## config.mk

```make
export PLATFORM = sky130hd
export DESIGN_NAME = regfile_arb
export DESIGN_NICKNAME = d
export VERILOG_FILES = /design/src/rtl/regfile_pkg.sv /design/src/rtl/regfile_arb.sv
export SDC_FILE = /design/constraint.sdc
export NUM_CORES = 1
export LEC_CHECK = 0
export ABC_AREA = 0
export BUFFER_PORTS_ARGS = -buffer_cell sky130_fd_sc_hd__buf_2
export CORE_MARGIN = 2
export CORE_UTILIZATION = 42
export DETAILED_ROUTE_END_ITERATION = 16
export PLACE_DENSITY_LB_ADDON = 0.12
export RECOVER_POWER = 25
export SLEW_MARGIN = 20
export SYNTH_ARGS = -nofsm -noshare
export SYNTH_HDL_FRONTEND = slang
export SYNTH_SLANG_ARGS = --single-unit
```

## constraint.sdc

```tcl
create_clock -name clk -period 1.7 [get_ports clk]
set_clock_uncertainty 0.2 [all_clocks]
set_input_delay 0.085 -clock clk [delete_from_list [all_inputs] [get_ports clk]]
set_output_delay 0.085 -clock clk [all_outputs]
set_load 0.01 [all_outputs]
```

## src/rtl/regfile_pkg.sv

```systemverilog
`default_nettype none
// ============================================================================
// regfile_pkg : shared definitions for the 65C02 register-file arbiter
// Revision    : 1.0
// ============================================================================
package regfile_pkg;

    localparam logic [3:0] c_IDX_X    = 4'h0;
    localparam logic [3:0] c_IDX_Y    = 4'h1;
    localparam logic [3:0] c_IDX_A    = 4'h2;
    localparam logic [3:0] c_IDX_S    = 4'h3;
    localparam logic [3:0] c_IDX_INC  = 4'h5;
    localparam logic [3:0] c_IDX_DEC  = 4'h6;
    localparam logic [3:0] c_IDX_ZERO = 4'h7;
    localparam logic [3:0] c_IDX_NMI  = 4'h8;
    localparam logic [3:0] c_IDX_RST  = 4'h9;
    localparam logic [3:0] c_IDX_BRK  = 4'hA;

    localparam int c_OP_WE      = 6;
    localparam int c_OP_WIDX_HI = 5;
    localparam int c_OP_WIDX_LO = 4;
    localparam int c_OP_RIDX_HI = 3;
    localparam int c_OP_RIDX_LO = 0;

    typedef enum logic [1:0] {
        IDLE = 2'd0,
        PEND = 2'd1,
        HOLD = 2'd2,
        DONE = 2'd3
    } arb_state_t;

    // Debug ops use one index for both the write slot and the read port.
    function automatic logic [6:0] dbg_op(input logic we, input logic [3:0] idx);
        logic [6:0] op;
        op = '0;
        op[c_OP_WE]                       = we;
        op[c_OP_WIDX_HI:c_OP_WIDX_LO]     = idx[1:0];
        op[c_OP_RIDX_HI:c_OP_RIDX_LO]     = idx;
        return op;
    endfunction

endpackage
`default_nettype wire

```

## src/rtl/regfile_arb.sv

```systemverilog
`default_nettype none
// ============================================================================
// regfile_arb : shares the register file between microcode and a debug port
// Revision    : 1.0
// ============================================================================
module regfile_arb
    import regfile_pkg::*;
#(
    parameter int STARVE_MAX = 15
) (
    input  logic       clk,
    input  logic       rst_n,
    input  logic [6:0] core_op,
    input  logic [7:0] core_di,
    input  logic       core_use,
    output logic       core_hold,
    input  logic       dbg_req,
    input  logic       dbg_we,
    input  logic [3:0] dbg_idx,
    input  logic [7:0] dbg_wdata,
    output logic       dbg_ack,
    output logic       dbg_err,
    output logic [7:0] dbg_rdata,
    output logic [6:0] rf_op,
    output logic [7:0] rf_di,
    input  logic [7:0] rf_do
);

    localparam int                 c_CNT_W   = $clog2(STARVE_MAX + 1);
    localparam logic [c_CNT_W-1:0] c_CNT_MAX = c_CNT_W'(STARVE_MAX);

    arb_state_t         r_state;
    logic [c_CNT_W-1:0] r_cnt;
    logic               r_we;
    logic [3:0]         r_idx;
    logic [7:0]         r_wdata;
    logic               r_err;
    logic [7:0]         r_rdata;

    logic [c_CNT_W-1:0] w_cnt_inc;
    logic               w_access;

    assign w_cnt_inc = r_cnt + 1'b1;
    assign w_access  = (r_state == HOLD) || ((r_state == PEND) && !core_use);

    always_ff @(posedge clk or negedge rst_n) begin
        if (!rst_n) begin
            r_state <= IDLE;
            r_cnt   <= '0;
            r_we    <= 1'b0;
            r_idx   <= '0;
            r_wdata <= '0;
            r_err   <= 1'b0;
            r_rdata <= '0;
        end else begin
            case (r_state)
                IDLE: begin
                    if (dbg_req) begin
                        r_we    <= dbg_we;
                        r_idx   <= dbg_idx;
                        r_wdata <= dbg_wdata;
                        r_cnt   <= '0;
                        // Only X/Y/A/S are writable; constants are read-only.
                        if (dbg_we && (dbg_idx[3:2] != 2'b00)) begin
                            r_err   <= 1'b1;
                            r_state <= DONE;
                        end else begin
                            r_state <= PEND;
                        end
                    end
                end
                PEND: begin
                    if (!core_use) begin
                        if (!r_we) r_rdata <= rf_do;
                        r_state <= DONE;
                    end else begin
                        r_cnt <= w_cnt_inc;
                        if (w_cnt_inc == c_CNT_MAX) r_state <= HOLD;
                    end
                end
                HOLD: begin
                    if (!r_we) r_rdata <= rf_do;
                    r_state <= DONE;
                end
                DONE: begin
                    if (!dbg_req) begin
                        r_err   <= 1'b0;
                        r_state <= IDLE;
                    end
                end
                default: r_state <= IDLE;
            endcase
        end
    end

    assign core_hold = (r_state == HOLD);
    assign dbg_ack   = (r_state == DONE);
    assign dbg_err   = r_err;
    assign dbg_rdata = r_rdata;

    always_comb begin
        rf_op = core_op;
        rf_di = core_di;
        if (w_access) begin
            rf_op = dbg_op(r_we, r_idx);
            rf_di = r_wdata;
        end
    end

endmodule
`default_nettype wire
```

======== Word-level counts from Yosys, hierarchy flattened ========
Index checks and enable logic that the tools add are counted.
operators by class
  add/subtract/negate cells ............... 1
  equality and inequality tests ........... 10
  muxes and demuxes ....................... 18
  reductions and logical operators ........ 14
operators by type and width
  cell                                                                     number
  8-bit 2-to-1 mux                                                         3
  8-bit case mux with 2 select lines                                       1
  2-bit 2-to-1 mux                                                         5
  2-bit inequality test, second input constant                             5
  4-bit 2-to-1 mux                                                         2
  2-bit case mux with 4 select lines                                       1
  4-bit case mux with 2 select lines                                       1
  2-bit nonzero test                                                       4
  7-bit 2-to-1 mux                                                         1
  3-bit AND reduction                                                      2
  4-bit by 1-bit adder with 4-bit output, second input constant            1
  2-bit equality test, second input constant                               2
  4-bit equality test, second input constant                               1
  2-bit AND reduction                                                      2
  4-bit AND reduction                                                      1
  1-bit 2-to-1 mux                                                         3
  3-bit by 2-bit inequality test with 1-bit output, second input constant  1
  2-bit by 1-bit equality test with 1-bit output, second input constant    1
  1-bit logical AND                                                        2
  2-bit logical NOT                                                        1
  1-bit case mux with 2 select lines                                       1
  1-bit logical NOT                                                        1
  1-bit logical OR                                                         1
word-level totals
  flip-flop bits (word level) ............. 28
  output and inout port bits .............. 26

======== Logic depth before layout (Yosys ltp) ========
Gate-level depths: netlist (run 1).
  depth in word-level cells ............... 5
  gate-level depth with buffers ........... 7
  gate-level depth less buffers ........... 6

======== Least setup slack after synthesis (run 1) ========
Ideal clock, no wire load.
  kind .................................... flip-flop to output port
  from .................................... register r_state[1]
  to ...................................... output rf_di[2]
  arrival time ............................ 1.598 ns
  setup slack ............................. -0.183 ns
  stages on the path, launching flop included .. 7
  buffers on the path ..................... 2
  cell sequence ........................... dfrtp_1 > inv_1 > ha_1 > buf_2 > a21oi_4 > buf_2 > mux2_1
on the way
  cells in the longest elaborated chain, start to end .. 4
ends and longest elaborated chain
  element                                         RTL line            RTL
  from (decl)                                     regfile_arb.sv:32   arb_state_t r_state;
  from (signal assigned)                          regfile_arb.sv:48   r_state <= IDLE;
  from (signal assigned)                          regfile_arb.sv:66   r_state <= DONE;
  from (signal assigned)                          regfile_arb.sv:68   r_state <= PEND;
  2-bit by 1-bit equality test with 1-bit output  regfile_arb.sv:44   assign w_access = (r_state == HOLD) || ((r_state == PEND) && !core_use);
  1-bit logical AND                               regfile_arb.sv:44
  1-bit logical OR (*)                            regfile_arb.sv:44
  8-bit 2-to-1 mux (*)                            regfile_arb.sv:104  if (w_access) begin
  to (decl)                                       regfile_arb.sv:25   output logic [7:0] rf_di,
Every way passes the cells marked *; elsewhere a longest branch is shown, timed or not.

======== Worst setup path in the final report (run 1) ========
  from .................................... register r_state[1]
  to ...................................... output rf_di[6]
The elaborated chain is that of the path after synthesis.

==> impl_summary.txt, run 1 <==
----------------------------------------------------
[Flow run]
  Maxcap violations ... 0

[Global route]
  GR Layer Usage met1 ... 26.9%
  Met3 usage in global routing ... 3.70%
  Global Route met2 Usage ... 38.7%
  Maximum number of pins on one net before global-route repair ... 29
  Global-route wire length before repair ... about 7000 um
  Total overflow reported by the global router ... 0
  All-layer global routing usage ... 21.9%
  Number of global-route vias before repair ... 1515
  Antenna violations before repair ... 0
  Gr busiest metal ... met2

[Die]
  I/O pin cnt ... 66
  Floorplan core area ... 3390 um^2
  Starting utilization of the core area ... 44.5%
  Number of placement rows ... 21
  Die area ... slightly above 4000 um^2
  Die Span Y ... about 64 um
  Die Width ... 63.9 um

[Final layout]
  Area taken by multi-input logic gates ... 947 um^2
  Finished Core Util ... 81.6%
  Combined flip-flop and latch cell area ... 703 um^2
  Commonest cells after routing, fill and taps aside ... sky130_fd_sc_hd__buf_2, sky130_fd_sc_hd__mux2_4, sky130_fd_sc_hd__dfrtp_1
  Number of antenna cells inserted ... 0
  Fraction of layout instances using a drive strength above 1 ... 61.5%
  Filler cell count ... 186
  Final Net Count ... 295
  Most common cell after layout, fill and taps aside ... sky130_fd_sc_hd__buf_2
  Area Growth Syn to Fin ... 83.5%

[STA]
  Worst max-slew margin expressed relative to the limit ... ~53%
  Post-route fraction of the period consumed by the critical path ... 127%
  Maximum operating frequency ... between 400 and 500 MHz
  Number of pins with negative max-slew slack in the final report ... 0
  Count of final setup violators ... 42
  Worst path setup slack after routing ... -0.453 ns
  Least-Margin Pin Slew ... 0.701 ns
  Hold_ws ... 0.0293 ns
  RSZ-0062 raised after global routing ... true
  Final number of hold-violating endpoints ... 0
  Clock period minus worst slack ... ~2.2 ns

[Clock tree]
  Reg clk slew, reported paths ... 0.16 ns
  CTS sink count ... 28
  H-Tree Level Count ... 1
  Max Root-Sink Buffers ... 2
  Clock tree from TritonCTS ... built
  TritonCTS buffer count ... 3
  Clock insertion delay at the later pin of the skew report ... 0.33 ns
  Master cell of the clock root buffer ... sky130_fd_sc_hd__clkbuf_4

[Placed design]
  Final weighted congestion of routability-driven global placement ... approximately 0.87
  Port bufs ... between 60 and 70
  Placed wire-length estimate ... approximately 2700 um
  Post-place setup slack ... -0.189 ns

[Outcome]
  Status ... finished, violations left
  Violated checks ... setup timing

[Synthesis]
  Post-synth cell types ... 28
  Basic-gate share of the synthesized area counting and, or, nand and nor cells ... 10.5%
  Cell type contributing the most total cell area after synthesis ... sky130_fd_sc_hd__dfrtp_1
  Synthesized area per cell ... around 12 um^2
  Count of state elements after synthesis ... 28
  Multiplexer fraction of the synthesized cell area ... 26.2%
  Complex-gate fraction of the synthesized area ... 7.22%
  Xor and xnor fraction of the mapped netlist area ... 0.581%
  Post-Synthesis Net Count ... 174
  Fraction of synthesized cell area taken by the top area cell type ... 46.5%
  Number of enable flip-flop cells after synthesis ... 0
  Post-synthesis async set-or-reset flop share ... 100%
  Synthesized netlist cell count ... 127
  Number of synthesis warnings ... 0
  Register area share after synthesis ... 46.5%
  Dominant register cell in the synthesized netlist ... sky130_fd_sc_hd__dfrtp_1
  Post-Synth Adder-Cell Area ... about 5.8%
  Area of the mapped netlist ... 1510 um^2
  Cell types with the largest area share after synthesis ... sky130_fd_sc_hd__dfrtp_1, sky130_fd_sc_hd__mux2_2, sky130_fd_sc_hd__ha_1, sky130_fd_sc_hd__nand2_1, sky130_fd_sc_hd__o21ai_0
  Largest family of logic cells by synthesized area ... multiplexers

[Detailed routing]
  Avg WL per Cell ... 16.6 um
  Detailed-route wire length ... 4870 um
  Initial detailed-routing violation count ... 106
  Ratio of routed vias to standard cells ... 4.93
  Number of remaining DRC errors ... 0
  Number of detailed-route iterations in the first pass ... 4
  Antenna-violating nets left ... 0
  Total number of vias ... 1444

[Power and ir drop]
  Leak Pwr ... 1.43 nW
  Power per cell area ... roughly 1900 nW/um^2
  Total power draw ... approximately 5.2 mW
  Maximum VDD drop ... 1.20 mV

[Critical path]
  Crit path from ... r_state[1]
  Largest stage delay on the critical path ... 0.49 ns
  Cell with the largest stage delay on the worst path ... sky130_fd_sc_hd__dfrtp_2
  Ordered cell list for the critical path ... inv_4 -> ha_4 -> a21oi_4 -> clkbuf_16 -> mux2_4 -> buf_6
  Max FO, Critical Path ... 6
  Critical path endpoint category ... primary output
  Data required time at the worst endpoint ... 1.41 ns
  Launch point of the worst reg-to-reg path ... r_state[1]
  Critical Path AT ... 1.87 ns
  Worst Setup Path Type ... reg -> out
  CP bufs+invs ... 3
  Family of cells with the greatest summed delay on the critical path ... flip-flops
  Critical path launch point type ... flop

[Hold path]
  Hold Crit Start ... core_use
  Class of the tightest hold or removal check ... in -> reg

----------------------------------------------------
registers in the layout (all words and copies together), names as in the netlist:
| register | cells |
|---|---|
| r_idx | 4 |
| r_we | 1 |
| dbg_err | 1 |
| r_wdata | 8 |
| dbg_rdata | 8 |
| r_state | 2 |
| r_cnt | 4 |
worst min-delay path, stage by stage:
cell                      delay (ns)
sky130_fd_sc_hd__buf_2          0.15
sky130_fd_sc_hd__nand3_1        0.08
sky130_fd_sc_hd__o21ai_1        0.06
sky130_fd_sc_hd__a22o_1         0.17
kinds of logic (layout without fill, tap and decap cells):
| group | Yosys count | in the layout |
|---|---|---|
| buffers and inverters | 10 | 130 |
| adder cells (fa/ha/maj) | 7 | 7 |
| multiplexers | 35 | 35 |
| XOR/XNOR | 1 | 1 |
| AO/OA/AOI/OAI | 15 | 15 |
| AND/OR/NAND/NOR | 31 | 31 |
| flip-flops | 28 | 28 |
area by class of cell:
class	instances	share of cell area, %
well taps	46	2.08
multi-input cells	89	34.2
inverters	6	0.905
clock inverters	1	1.09
repair buffers	120	35.5
flip-flops and latches	28	25.4
clock buffers	3	0.814
metal layers:
| metal | vias up | routed length (um) |
|---|---|---|
| met2 | 36 | 2580 |
| li1 | 687 | - |
| met3 | 8 | 170 |
| met1 | 713 | 2030 |
| met4 | 0 | 87 |
| met5 | - | 0 |
synthesized netlist by cell type, types with 2 or more instances:
cell type                  count
sky130_fd_sc_hd__nand3_1       2
sky130_fd_sc_hd__nor2_1        2
sky130_fd_sc_hd__mux2i_1       2
sky130_fd_sc_hd__nand4_1       2
sky130_fd_sc_hd__mux2_2       29
sky130_fd_sc_hd__o21ai_0       8
sky130_fd_sc_hd__nand3b_1      2
sky130_fd_sc_hd__dfrtp_1      28
sky130_fd_sc_hd__nand2b_1      3
sky130_fd_sc_hd__inv_1         5
sky130_fd_sc_hd__buf_2         3
sky130_fd_sc_hd__ha_1          7
sky130_fd_sc_hd__nand2_1      15
sky130_fd_sc_hd__a22o_1        3
sky130_fd_sc_hd__mux2_1        3
stage by stage:
step	setup TNS (ns)	area (um^2)	cells
after global routing	-14.67	2770	293
final	-12.54	2770	293
after CTS	-9.32	2530	287
after floorplan	-0.446	1540	127
after detailed placement	-3.24	2060	253
after global placement	-1.58	2060	253
final timing paths:
check / to / cells past startpoint / slack, ns
setup / recovery: rf_di[6] / 6 / -0.45
hold / removal: r_cnt[2] / 4 / 0.03
setup reg to reg: r_state[1] / 8 / -0.33
hold reg to reg: dbg_rdata[7] / 1 / 0.32
max in group asynchronous: r_state[0] / 2 / 0.71
min in group asynchronous: r_cnt[3] / 2 / 0.11
power by group:
group	internal, mW	total, mW	switching, mW
clock	0.238	0.450	0.211
sequential	0.994	1.25	0.252
combinational	2.17	3.53	1.36
what timing repair did:
action / CTS / global route
pin swaps: 2 / 7
resized for setup: 24 / 42
hold buffers: 24 / 0
cloned: 1 / 1
hold endpoints to repair: 52 / 0
buffers inserted: 5 / 6
endpoints found under the setup margin: 37 / 43
Note: power is estimated with default switching activity, not from simulation.
==> run 2, diff against run 1 <==
REMOVE_ABC_BUFFERS = 1   (was unset)
SKIP_LAST_GASP = 1   (was unset)
==> run 2 against run 1 <==
  * The flow finishes with violations (hold timing, setup timing)
  * Clock-buffer cell count stayed put
  * First-iteration DRC count is 22% lower
  * Sequential share of layout area hardly changed
  * Register-to-register slack hardly changed
  * Global-route usage is 2.8 points higher
  * Worst hold slack worse by 0.030 ns
  * Power is 0.18% higher
  * Flip-flop and latch count stayed put
  * Die area stayed put
  * Clock power is 3% higher
  * Worst setup slack hardly changed
==> impl_summary.txt, run 2 (synthesis gave the netlist of run 1 again) <==
----------------------------------------------------
[Outcome]
  Status ... finished, violations left
  Violated checks ... hold timing, setup timing

[Critical path]
  Max FO, Critical Path ... 7
  Critical Path AT ... 1.87 ns
  R2R depth ... 9
  Data required time at the worst endpoint ... 1.41 ns
  Family of cells with the greatest summed delay on the critical path ... flip-flops
  Cell with the largest stage delay on the worst path ... sky130_fd_sc_hd__dfrtp_1
  Largest stage delay on the critical path ... about 0.44 ns
  Worst Setup Path Type ... reg -> out
  Critical path endpoint category ... primary output
  Reg2reg end ... r_state[1]
  Ordered cell list for the critical path ... buf_6 -> ha_4 -> a21oi_4 -> buf_6 -> mux2_4 -> buf_6
  Setup slack on the worst flop-to-flop path ... -0.33 ns
  Critical path launch point type ... flop
  Critical Path Most Common Cell ... sky130_fd_sc_hd__buf_6
  Launch point of the worst reg-to-reg path ... r_state[1]
  CP bufs+invs ... 3

[Detailed routing]
  Total number of vias ... 1469
  Avg WL per Cell ... between 15 and 20 um
  Number of detailed-route iterations in the first pass ... 4
  Initial detailed-routing violation count ... 83
  Number of remaining DRC errors ... 0
  Ratio of routed vias to standard cells ... 5.01
  Detailed-route wire length ... 4910 um
  Antenna-violating nets left ... 0

[Final layout]
  Combined flip-flop and latch cell area ... between 700 and 800 um^2
  Non-Filler Cell Area, Final ... 2770 um^2
  Final Net Count ... 295
  Area taken by multi-input logic gates ... 955 um^2
  Filler cell count ... 180
  Finished Core Util ... 81.6%
  Area Growth Syn to Fin ... 83.5%
  Fraction of layout instances using a drive strength above 1 ... 63.2%
  Number of antenna cells inserted ... 0
  Most common cell after layout, fill and taps aside ... sky130_fd_sc_hd__buf_2
  Commonest cells after routing, fill and taps aside ... sky130_fd_sc_hd__buf_2, sky130_fd_sc_hd__dfrtp_1, sky130_fd_sc_hd__buf_6
  Post-route insts no fill ... 293

[Clock tree]
  Clock insertion delay at the later pin of the skew report ... between 0.3 and 0.4 ns
  Reg clk slew, reported paths ... ~0.17 ns
  CTS sink count ... 28
  Max Root-Sink Buffers ... 2
  Clock tree from TritonCTS ... built
  H-Tree Level Count ... 1
  Master cell of the clock root buffer ... sky130_fd_sc_hd__clkbuf_4
  TritonCTS buffer count ... 3

[Global route]
  Total overflow reported by the global router ... 0
  Number of global-route vias before repair ... 1581
  All-layer global routing usage ... 24.6%
  Global-route wire length before repair ... 7710 um
  Maximum number of pins on one net before global-route repair ... 29
  Antenna violations before repair ... 0

[STA]
  Worst path setup slack after routing ... -0.452 ns
  Number of pins with negative max-slew slack in the final report ... 0
  Final number of hold-violating endpoints ... 1
  RSZ-0062 raised after global routing ... true
  Least-Margin Pin Slew ... between 0.7 and 0.8 ns
  Post-route fraction of the period consumed by the critical path ... 127%
  Maximum operating frequency ... approximately 460 MHz
  Hold_ws ... -0.000342 ns
  Count of final setup violators ... 42
  Worst max-slew margin expressed relative to the limit ... around half
  Clock period minus worst slack ... around 2.2 ns

[Power and ir drop]
  Leak Pwr ... 1.40 nW
  Maximum VDD drop ... ~1.2 mV
  Power per cell area ... approximately 1900 nW/um^2

[Hold path]
  Destination of the worst hold path ... r_cnt[2]
  Cell depth of the worst min-delay path ... 4
  Hold Crit Start ... core_use
  Class of the tightest hold or removal check ... in -> reg

[Die]
  Die area ... roughly 4100 um^2
  Floorplan core area ... 3390 um^2
  Starting utilization of the core area ... roughly 44%
  Number of placement rows ... 21
  Die Span Y ... 63.9 um
  I/O pin cnt ... 66
  Die Width ... ~64 um

[Placed design]
  Final weighted congestion of routability-driven global placement ... 0.751
  Placed wire-length estimate ... 2620 um
  Post-placement cell area ... approximately 2000 um^2
  Dpl cells ... between 200 and 300
  Port bufs ... 65

[Flow run]
  Maxcap violations ... 0

----------------------------------------------------
## run 2: changes by cell type in the layout (fill, tap and decap cells not counted), sizes merged
cell,previous run,this run
clkbuf,5,4
buf,94,95
## run 2: routing by layer
| metal | global-route usage [%] | routed length, um | share of wire [%] | up-vias |
|---|---|---|---|---|
| li1 | - | - | - | 692 |
| met1 | 30.4 | 2040 | 42 | 704 |
| met2 | 45.3 | 2570 | 52 | 65 |
| met3 | 3.52 | 219 | 4.5 | 8 |
| met4 | 5.16 | 82 | 1.7 | 0 |
| met5 | 0 | 0 | 0 | - |
## run 2: repair_timing
item / 4_1_cts / 5_1_grt
setup endpoints to repair: 39 / 45
pin swaps: 4 / 5
endpoints found under the hold margin: 52 / 0
resized for setup: 59 / 21
hold buffers: 24 / 0
cloned: 2 / 0
buffers inserted: 10 / 4
## run 2: power by group
| part | internal, mW | switching (mW) |
|---|---|---|
| clock network | 0.239 | 0.224 |
| registers | 0.991 | 0.227 |
| logic | 2.15 | 1.41 |
## run 2: final cells by class
cell class / instances / share of cell area, %
inverter: 6 / 0.905
multi-input combinational: 89 / 34.5
clock inverter: 1 / 1.09
clock buffer: 3 / 0.814
timing repair buffer: 120 / 35.2
tap: 46 / 2.08
sequential: 28 / 25.4
## run 2: worst max-delay path by stage
stage            endpoint  depth (start not counted)  slack [ns]        from
2_1_floorplan  r_state[1]                          6       -0.18  r_state[1]
3_3_place_gp   r_state[1]                          6        -0.1    r_cnt[0]
3_5_place_dp   r_state[1]                          6       -0.27    r_cnt[0]
4_1_cts          rf_op[4]                          9       -0.44  r_state[1]
5_1_grt          rf_di[7]                          6       -0.49  r_state[1]
6_report         rf_op[2]                          6       -0.45  r_state[1]
## run 2: worst register-to-register path, cell delays in order, from the launching register on
cell and delay, ns:
sky130_fd_sc_hd__dfrtp_1 0.42, sky130_fd_sc_hd__buf_6 0.13, sky130_fd_sc_hd__buf_4 0.10, sky130_fd_sc_hd__buf_6 0.09, sky130_fd_sc_hd__ha_4 0.15, sky130_fd_sc_hd__nand2_4 0.05, sky130_fd_sc_hd__buf_6 0.11, sky130_fd_sc_hd__o211ai_1 0.11
sky130_fd_sc_hd__o31a_1 0.25, sky130_fd_sc_hd__mux2_4 0.31
## run 2: metrics by stage
step                      setup TNS, ns  setup WS [ns]  hold WS (ns)  total power [mW]
after floorplan                   -2.04         -0.183        -0.411              2.47
after global placement            -1.03        -0.0958       -0.0600              3.37
after detailed placement          -1.80         -0.271       -0.0614              3.47
after CTS                         -7.81         -0.440        0.0116              5.01
after global routing             -10.63         -0.487        0.0345              5.51
final                             -8.85         -0.452     -0.000342              5.23
